## config.mk

```make
export PLATFORM = sky130hd
export DESIGN_NAME = nibble_serial_adder
export DESIGN_NICKNAME = d
export VERILOG_FILES = /design/src/rtl/nibble_serial_adder.sv
export SDC_FILE = /design/constraint.sdc
export NUM_CORES = 1
export LEC_CHECK = 0
export BUFFER_PORTS_ARGS = -buffer_cell sky130_fd_sc_hd__buf_2
export CAP_MARGIN = 25
export CORE_AREA = 10 10 108 110
export CTS_BUF_LIST = sky130_fd_sc_hd__clkbuf_2
export DETAILED_ROUTE_END_ITERATION = 10
export DIE_AREA = 0 0 118 120
export HOLD_SLACK_MARGIN = 0.02
export PLACE_DENSITY_LB_ADDON = 0.2
export SETUP_SLACK_MARGIN = 0.1
export SYNTH_ARGS = -nofsm -noshare
export SYNTH_HDL_FRONTEND = slang
export SYNTH_SLANG_ARGS = --single-unit
```

## constraint.sdc

```tcl
create_clock -name clk -period 5.7 [get_ports clk]
set_input_delay 0.285 -clock clk [delete_from_list [all_inputs] [get_ports clk]]
set_output_delay 0.285 -clock clk [all_outputs]
set_load 0.005 [all_outputs]
```

## src/rtl/nibble_serial_adder.sv

```systemverilog
// Multi-cycle adder: one 4-bit ripple slice processes a nibble per cycle, LSB first,
// with a registered carry between nibbles and ready/valid handshakes on both sides.
module nibble_serial_adder #(
  parameter int WIDTH = 16
) (
  input  logic             clk,
  input  logic             rst,
  input  logic             in_valid,
  output logic             in_ready,
  input  logic [WIDTH-1:0] A,
  input  logic [WIDTH-1:0] B,
  input  logic             Cin,
  output logic             out_valid,
  input  logic             out_ready,
  output logic [WIDTH-1:0] Sum,
  output logic             Cout,
  output logic             Ovf
);

  localparam int N_NIB = WIDTH / 4;
  localparam int IDXW  = (N_NIB > 1) ? $clog2(N_NIB) : 1;
  localparam logic [IDXW-1:0] LAST_IDX = IDXW'(N_NIB - 1);

  typedef enum logic [1:0] {
    IDLE = 2'd0,
    ADD  = 2'd1,
    DONE = 2'd2
  } state_t;

  state_t           state_q, state_d;
  logic [IDXW-1:0]  idx_q, idx_d;
  logic             carry_q, carry_d;
  logic [WIDTH-1:0] a_q, a_d;
  logic [WIDTH-1:0] b_q, b_d;
  logic [WIDTH-1:0] sum_q, sum_d;
  logic             cout_q, cout_d;
  logic             ovf_q, ovf_d;

  logic [3:0]       nib_a;
  logic [3:0]       nib_b;
  logic [4:0]       slice;
  logic [IDXW+1:0]  bit_pos;

  // The ripple slice: selects the current nibble of each captured operand
  assign bit_pos = {idx_q, 2'b00};
  assign nib_a   = 4'(a_q >> bit_pos);
  assign nib_b   = 4'(b_q >> bit_pos);
  assign slice   = {1'b0, nib_a} + {1'b0, nib_b} + {4'b0000, carry_q};

  always_comb begin
    state_d = state_q;
    idx_d   = idx_q;
    carry_d = carry_q;
    a_d     = a_q;
    b_d     = b_q;
    sum_d   = sum_q;
    cout_d  = cout_q;
    ovf_d   = ovf_q;

    unique case (state_q)
      IDLE: begin
        if (in_valid) begin
          a_d     = A;
          b_d     = B;
          carry_d = Cin;
          idx_d   = '0;
          sum_d   = '0;
          state_d = ADD;
        end
      end
      ADD: begin
        // Sum is cleared on accept, so OR-ing the shifted slice fills the nibble
        sum_d   = sum_q | (WIDTH'(slice[3:0]) << bit_pos);
        carry_d = slice[4];
        idx_d   = idx_q + IDXW'(1);
        if (idx_q == LAST_IDX) begin
          cout_d  = slice[4];
          ovf_d   = (a_q[WIDTH-1] == b_q[WIDTH-1]) && (sum_d[WIDTH-1] != a_q[WIDTH-1]);
          state_d = DONE;
        end
      end
      DONE: begin
        if (out_ready) begin
          state_d = IDLE;
        end
      end
      default: state_d = IDLE;
    endcase
  end

  always_ff @(posedge clk) begin
    if (rst) begin
      state_q <= IDLE;
      idx_q   <= '0;
      carry_q <= 1'b0;
      a_q     <= '0;
      b_q     <= '0;
      sum_q   <= '0;
      cout_q  <= 1'b0;
      ovf_q   <= 1'b0;
    end else begin
      state_q <= state_d;
      idx_q   <= idx_d;
      carry_q <= carry_d;
      a_q     <= a_d;
      b_q     <= b_d;
      sum_q   <= sum_d;
      cout_q  <= cout_d;
      ovf_q   <= ovf_d;
    end
  end

  assign in_ready  = (state_q == IDLE) && !rst;
  assign out_valid = (state_q == DONE);
  assign Sum       = sum_q;
  assign Cout      = cout_q;
  assign Ovf       = ovf_q;

endmodule
```

Yosys cells after proc, flatten, opt, wreduce, memory -nomap -nowiden:

Cells that the tools add are included.

* input port bits: 37
* output and inout port bits: 20
* logic and storage cells: 42
* bits in registers: 55

* $add $sub $neg: 3
* muxes and demuxes: 10
* equality and inequality tests: 8
* reduce and logical (&&, ||, !) cells: 9
* bitwise operators: 1
* shift-type cells: 3

Operators with widths (count)
* one-hot mux 16 bit (2 select lines): 1
* >> shifter 16 x 4 -> 4 bit: 2
* two-way mux 16 bit: 1
* bitwise OR 16 bit: 1
* << shifter 4 x 4 -> 16 bit: 1
* two-way mux 2 bit: 4
* one-hot mux 2 bit (3 select lines): 1
* AND reduction 2 bit: 3
* adder 4 x 4 -> 5 bit: 1
* adder 5 x 1 -> 5 bit: 1
* equality test 2 bit (second input constant): 2
* inequality test 2 bit (second input constant): 2
* one-hot mux 2 bit (2 select lines): 1
* AND reduction 3 bit: 1
* adder 2 x 1 -> 2 bit (second input constant): 1
* equality test 2 x 1 -> 1 bit (second input constant): 1
* logical AND 1 bit: 2
* logical NOT 2 bit: 1
* inequality test 2 x 1 -> 1 bit (second input constant): 1
* one-hot mux 1 bit (2 select lines): 1
* nonzero test 2 bit: 1
* equality test 1 bit: 1
* logical NOT 1 bit: 1
* two-way mux 1 bit: 1
* inequality test 1 bit: 1

Logic depth before layout (Yosys ltp):

* depth in word-level cells: 7
* gate-level depth with buffers: 9
* depth with buffers taken out: 7

Least setup slack after synthesis:

OpenSTA, ideal clock, no wires.

* path type: reg2reg
* from: register idx_q[1]
* to: register ovf_q (netlist: Ovf)
* arrival time: 2.449 ns
* required time: 5.612 ns
* buffers on the path: 1
* slack: 3.163 ns
* clock period less this slack: 2.537 ns
* library setup time: 0.088 ns
* cell stages (with the launch flop): 8
* path through: dfxtp_1 > buf_2 > mux4_2 > ha_1 > a21o_1 > mux2_2 > a211o_1 > a311oi_2

* cells in the longest elaborated chain, start to end: 7
* elaborated cells on any way between the ends: 10
* those cells by class: 2 x add/sub; 2 x eq/ne; 3 x shift; 1 x bitwise; 2 x reduce/logical

RTL lines
* from (decl): line 31 `logic [IDXW-1:0] idx_q, idx_d;`
* from (signal assigned): line 103 `idx_q <= idx_d;`
* >> shifter 16 x 4 -> 4 bit (on tied branches): line 46, 47
* adder 4 x 4 -> 5 bit: line 48 `assign slice = {1'b0, nib_a} + {1'b0, nib_b} + {4'b0000, carry_q};`
* adder 5 x 1 -> 5 bit: line 48
* << shifter 4 x 4 -> 16 bit: line 73 `sum_d = sum_q | (WIDTH'(slice[3:0]) << bit_pos);`
* bitwise OR 16 bit: line 73
* inequality test 1 bit: line 78 `ovf_d = (a_q[WIDTH-1] == b_q[WIDTH-1]) && (sum_d[WIDTH-1] != a_q[WIDTH-1]);`
* logical AND 1 bit: line 78
* to (signal assigned): line 109 `ovf_q <= ovf_d;`
* to (decl): line 37 `logic ovf_q, ovf_d;`

Parallel ways exist; a longest one is shown, timed or not.
A chain may end at the register's enable or synchronous reset.

Final worst setup path:

* from: register idx_q[1]
* to: register cout_q (netlist: Cout)

* cells in the longest elaborated chain, start to end: 3
* elaborated cells on any way between the ends: 6
* those cells by class: 2 x add/sub; 1 x eq/ne; 2 x shift; 1 x reduce/logical

RTL lines
* >> shifter 16 x 4 -> 4 bit (on tied branches): line 46, 47
* adder 4 x 4 -> 5 bit: line 48
* adder 5 x 1 -> 5 bit: line 48
* to (signal assigned): line 108 `cout_q <= cout_d;`
* to (decl): line 36 `logic cout_q, cout_d;`

Parallel ways exist; a longest one is shown, timed or not.

==> metrics.txt <==
post-detailed-route DRC marker count=0; Reg-to-Reg Start=idx_q[1]; # resized after CTS=0; final WL=~6.4 mm; post-synthesis sequential element count=55; minimum clock period after layout=2.96 ns; hold-fix buffer count after cts=12; x dimension of the die=118 um; level count of the clock H-tree=2; initial antenna violation count=0; arrival time of data at the critical path endpoint=approximately 3.3 ns; worst vdd rail ir drop=84.9 uV; count of input and output buffers=56; Ys Warns=0; number of buffers between clock root and the deepest sink=2; DIE AREA=0.0142 mm2; Hold WC Path Type=in -> reg; total congestion overflow=0; CP startpoint=idx_q[1]; maximum number of pins on one net before global-route repair=56; family with the most delay on the worst path=adder cells; Seq/Total Area, Yosys=46.9%; final slew viol count=0; number of enable flip-flop cells after synthesis=0; Netlist Area Pre-Place=between 0.002 and 0.0025 mm2; library cell appearing most often on the critical path=sky130_fd_sc_hd__fa_1; row count=36; max-cap check violation count=0; critical path peak fanout=17; TritonCTS Buffers=5; Detail Route Antenna Nets=0; crit path kind=reg -> reg; CP startpoint kind=flip-flop; io pins=57; number of unique standard cell types used by synthesis=32; top cell type's share of synthesized area=a little under half; starting density of the core=approximately a quarter; routability cong.=0.760; area delta synth->final=27.6%; diodes inserted=0; clock tree root driver cell=sky130_fd_sc_hd__clkbuf_2; number of global-route vias before repair=2060; fraction of final layout cells with drive strength greater than 1=24.3%; average vias per placed instance=4.43; DRT iter0 DRCs=between 100 and 150; clock latency on the worst-skew pair=0.44 ns; period utilisation layout=51.8%; critical path capture point type=flip-flop; share of async-settable or async-resettable flops after synthesis=0%; post-CTS setup-driven buffer insertion count=0; total number of nets in the final design=about 370; library cell with the largest summed area after synthesis=sky130_fd_sc_hd__dfxtp_1; power consumption=0.690 mW; count of final setup violators=0; slowest cell delay on critical path=0.81 ns; via count=2048; Worst Max-Slew Pin Slew=0.991 ns; power per cell area=230 mW/mm2; total global-route track usage=8.81%; adder-cell share of the synthesized area=3.84%; number of detailed-routing iterations run before antenna repair=4; Hold WS=0.0470 ns; Post-synth top flop=sky130_fd_sc_hd__dfxtp_1; CP required=6.05 ns; wire length of the first global-routing pass=10.4 mm; multiplexer area fraction after synthesis=8.58%; worst-path cell with the longest stage delay=sky130_fd_sc_hd__dfxtp_1; Worst Clk Skew=~0.03 ns; CTS tree=done; combinational family with the most area after synthesis=simple AND/OR/NAND/NOR gates; simple-gate area share of the yosys netlist=19.1%; status=complete, no violations; headroom to the max-slew limit=33.8%; number of sinks handled by clock tree synthesis=55; DP HPWL=4.59 mm; Mapped Cells=260; Max Fclk=0.338 GHz; top area cells in the synthesized netlist=sky130_fd_sc_hd__dfxtp_1 47%, sky130_fd_sc_hd__nand2_1 11%, sky130_fd_sc_hd__a21oi_1 8.3%, sky130_fd_sc_hd__mux4_2 7.7%, sky130_fd_sc_hd__nor2_1 3.8%; post-CTS clock slew at the launch and capture registers of the worst setup and hold paths=around 0.3 ns; Die Ht=120 um; Static Leak=1.23 nW; buffers and inverters on the worst path=0; Worst Min Path Start=B[4]; wire per inst=approximately 14 um; average instance area after synthesis=9.03 um2; final hold violation count=0; synthesized net count=303; setup repair after global routing missed its margin=no; critical-path cell list=mux4_2, fa_1, fa_1, a21o_1, a21o_2, mux2i_1, nor2_1; area of the core region=0.00955 mm2; accumulated negative setup slack=0 ns; xor and xnor fraction of the mapped netlist area=less than 1%; area fraction in compound gates after synthesis=17.2%
==> registers in the layout, summed over array words and instances (netlist names) <==
signal,flops
idx_q,2
Ovf,1
a_q,16
state_q,2
Cout,1
Sum,16
carry_q,1
b_q,16
==> power by group <==
part / switching, mW / leakage (nW) / total [mW] / internal, mW
combinational: 0.0613 / 0.744 / 0.115 / 0.0540
sequential: 0.0149 / 0.449 / 0.419 / 0.404
clock: 0.125 / 0.0331 / 0.156 / 0.0309
total: 0.201 / 1.23 / 0.690 / 0.489
==> final timing paths <==
| check | end | slack, ns | depth (start not counted) |
|---|---|---|---|
| max | Cout | 2.74 | 7 |
| min | b_q[4] | 0.05 | 3 |
| max reg2reg | Cout | 2.74 | 7 |
| min reg2reg | a_q[1] | 0.47 | 2 |
==> cells in the final DEF, fill, tap and decap left out, drive strengths merged, types with 2 or more instances in the layout <==
master        n
nand2b        2
a22oi         5
a21oi        39
ha            4
fa            2
clkinv        2
and2          2
xnor2         2
nor2         24
nand2        67
mux4          8
a21o          3
dlygate4sd3  20
inv           2
nand4b        2
nor2b         4
clkbuf        5
a32o          3
dfxtp        55
a32oi         8
a311oi        2
buf          59
==> kinds of logic (layout without fill, tap and decap cells) <==
kind of cell / Yosys count / count (layout)
flops: 55 / 55
compound gates: 62 / 62
xor+xnor: 2 / 2
simple gates: 106 / 106
buf+inv: 19 / 88
mux: 10 / 10
fa+ha+maj: 6 / 6
==> layout make-up <==
class,instances,area (um2)
Inverter,1,3.75
Multi-Input combinational cell,186,1170
Tap cell,133,166
Clock inverter,3,18.8
Timing Repair Buffer,79,515
Sequential cell,55,1100
Fill cell,1039,6550
Clock buffer,5,25.0
==> Yosys cell counts, drive strengths merged, types with 2 or more instances <==
cell type / instances
a21o: 3
a21oi: 39
a22oi: 5
a311oi: 2
a32o: 3
a32oi: 8
and2: 2
buf: 6
clkbuf: 12
dfxtp: 55
fa: 2
ha: 4
mux4: 8
nand2: 67
nand2b: 2
nand4b: 2
nor2: 24
nor2b: 4
xnor2: 2
==> tightest hold or removal path: cells and delay by family <==
kind / cells / cell delay [ns]
buf+inv: 1 / 0.10
compound gates: 1 / 0.05
simple gates: 1 / 0.06
==> per-stage QoR <==
| step | std cells | worst slack (ns) | instance area (um2) | util, % |
|---|---|---|---|---|
| after floorplan | 260 | 3.16 | 2350 | - |
| after global placement | 433 | 2.78 | 2730 | 28.6 |
| after detailed placement | 433 | 2.72 | 2730 | 28.6 |
| after CTS | 453 | 2.70 | 2900 | 30.3 |
| after global routing | 462 | 2.60 | 3000 | 31.4 |
| final | 462 | 2.74 | 3000 | 31.4 |
==> layer usage <==
metal  part of all wire (%)  up-vias  routed length (um)  track usage (%)
met5                      0        -                   0                0
met4                   0.49        0                  31             1.62
met3                    3.6        5                 230             2.44
met2                     44       43                2820             14.2
met1                     52      955                3280             11.6
li1                       -     1045                   -                -
Power figures use the tool's default switching activity.
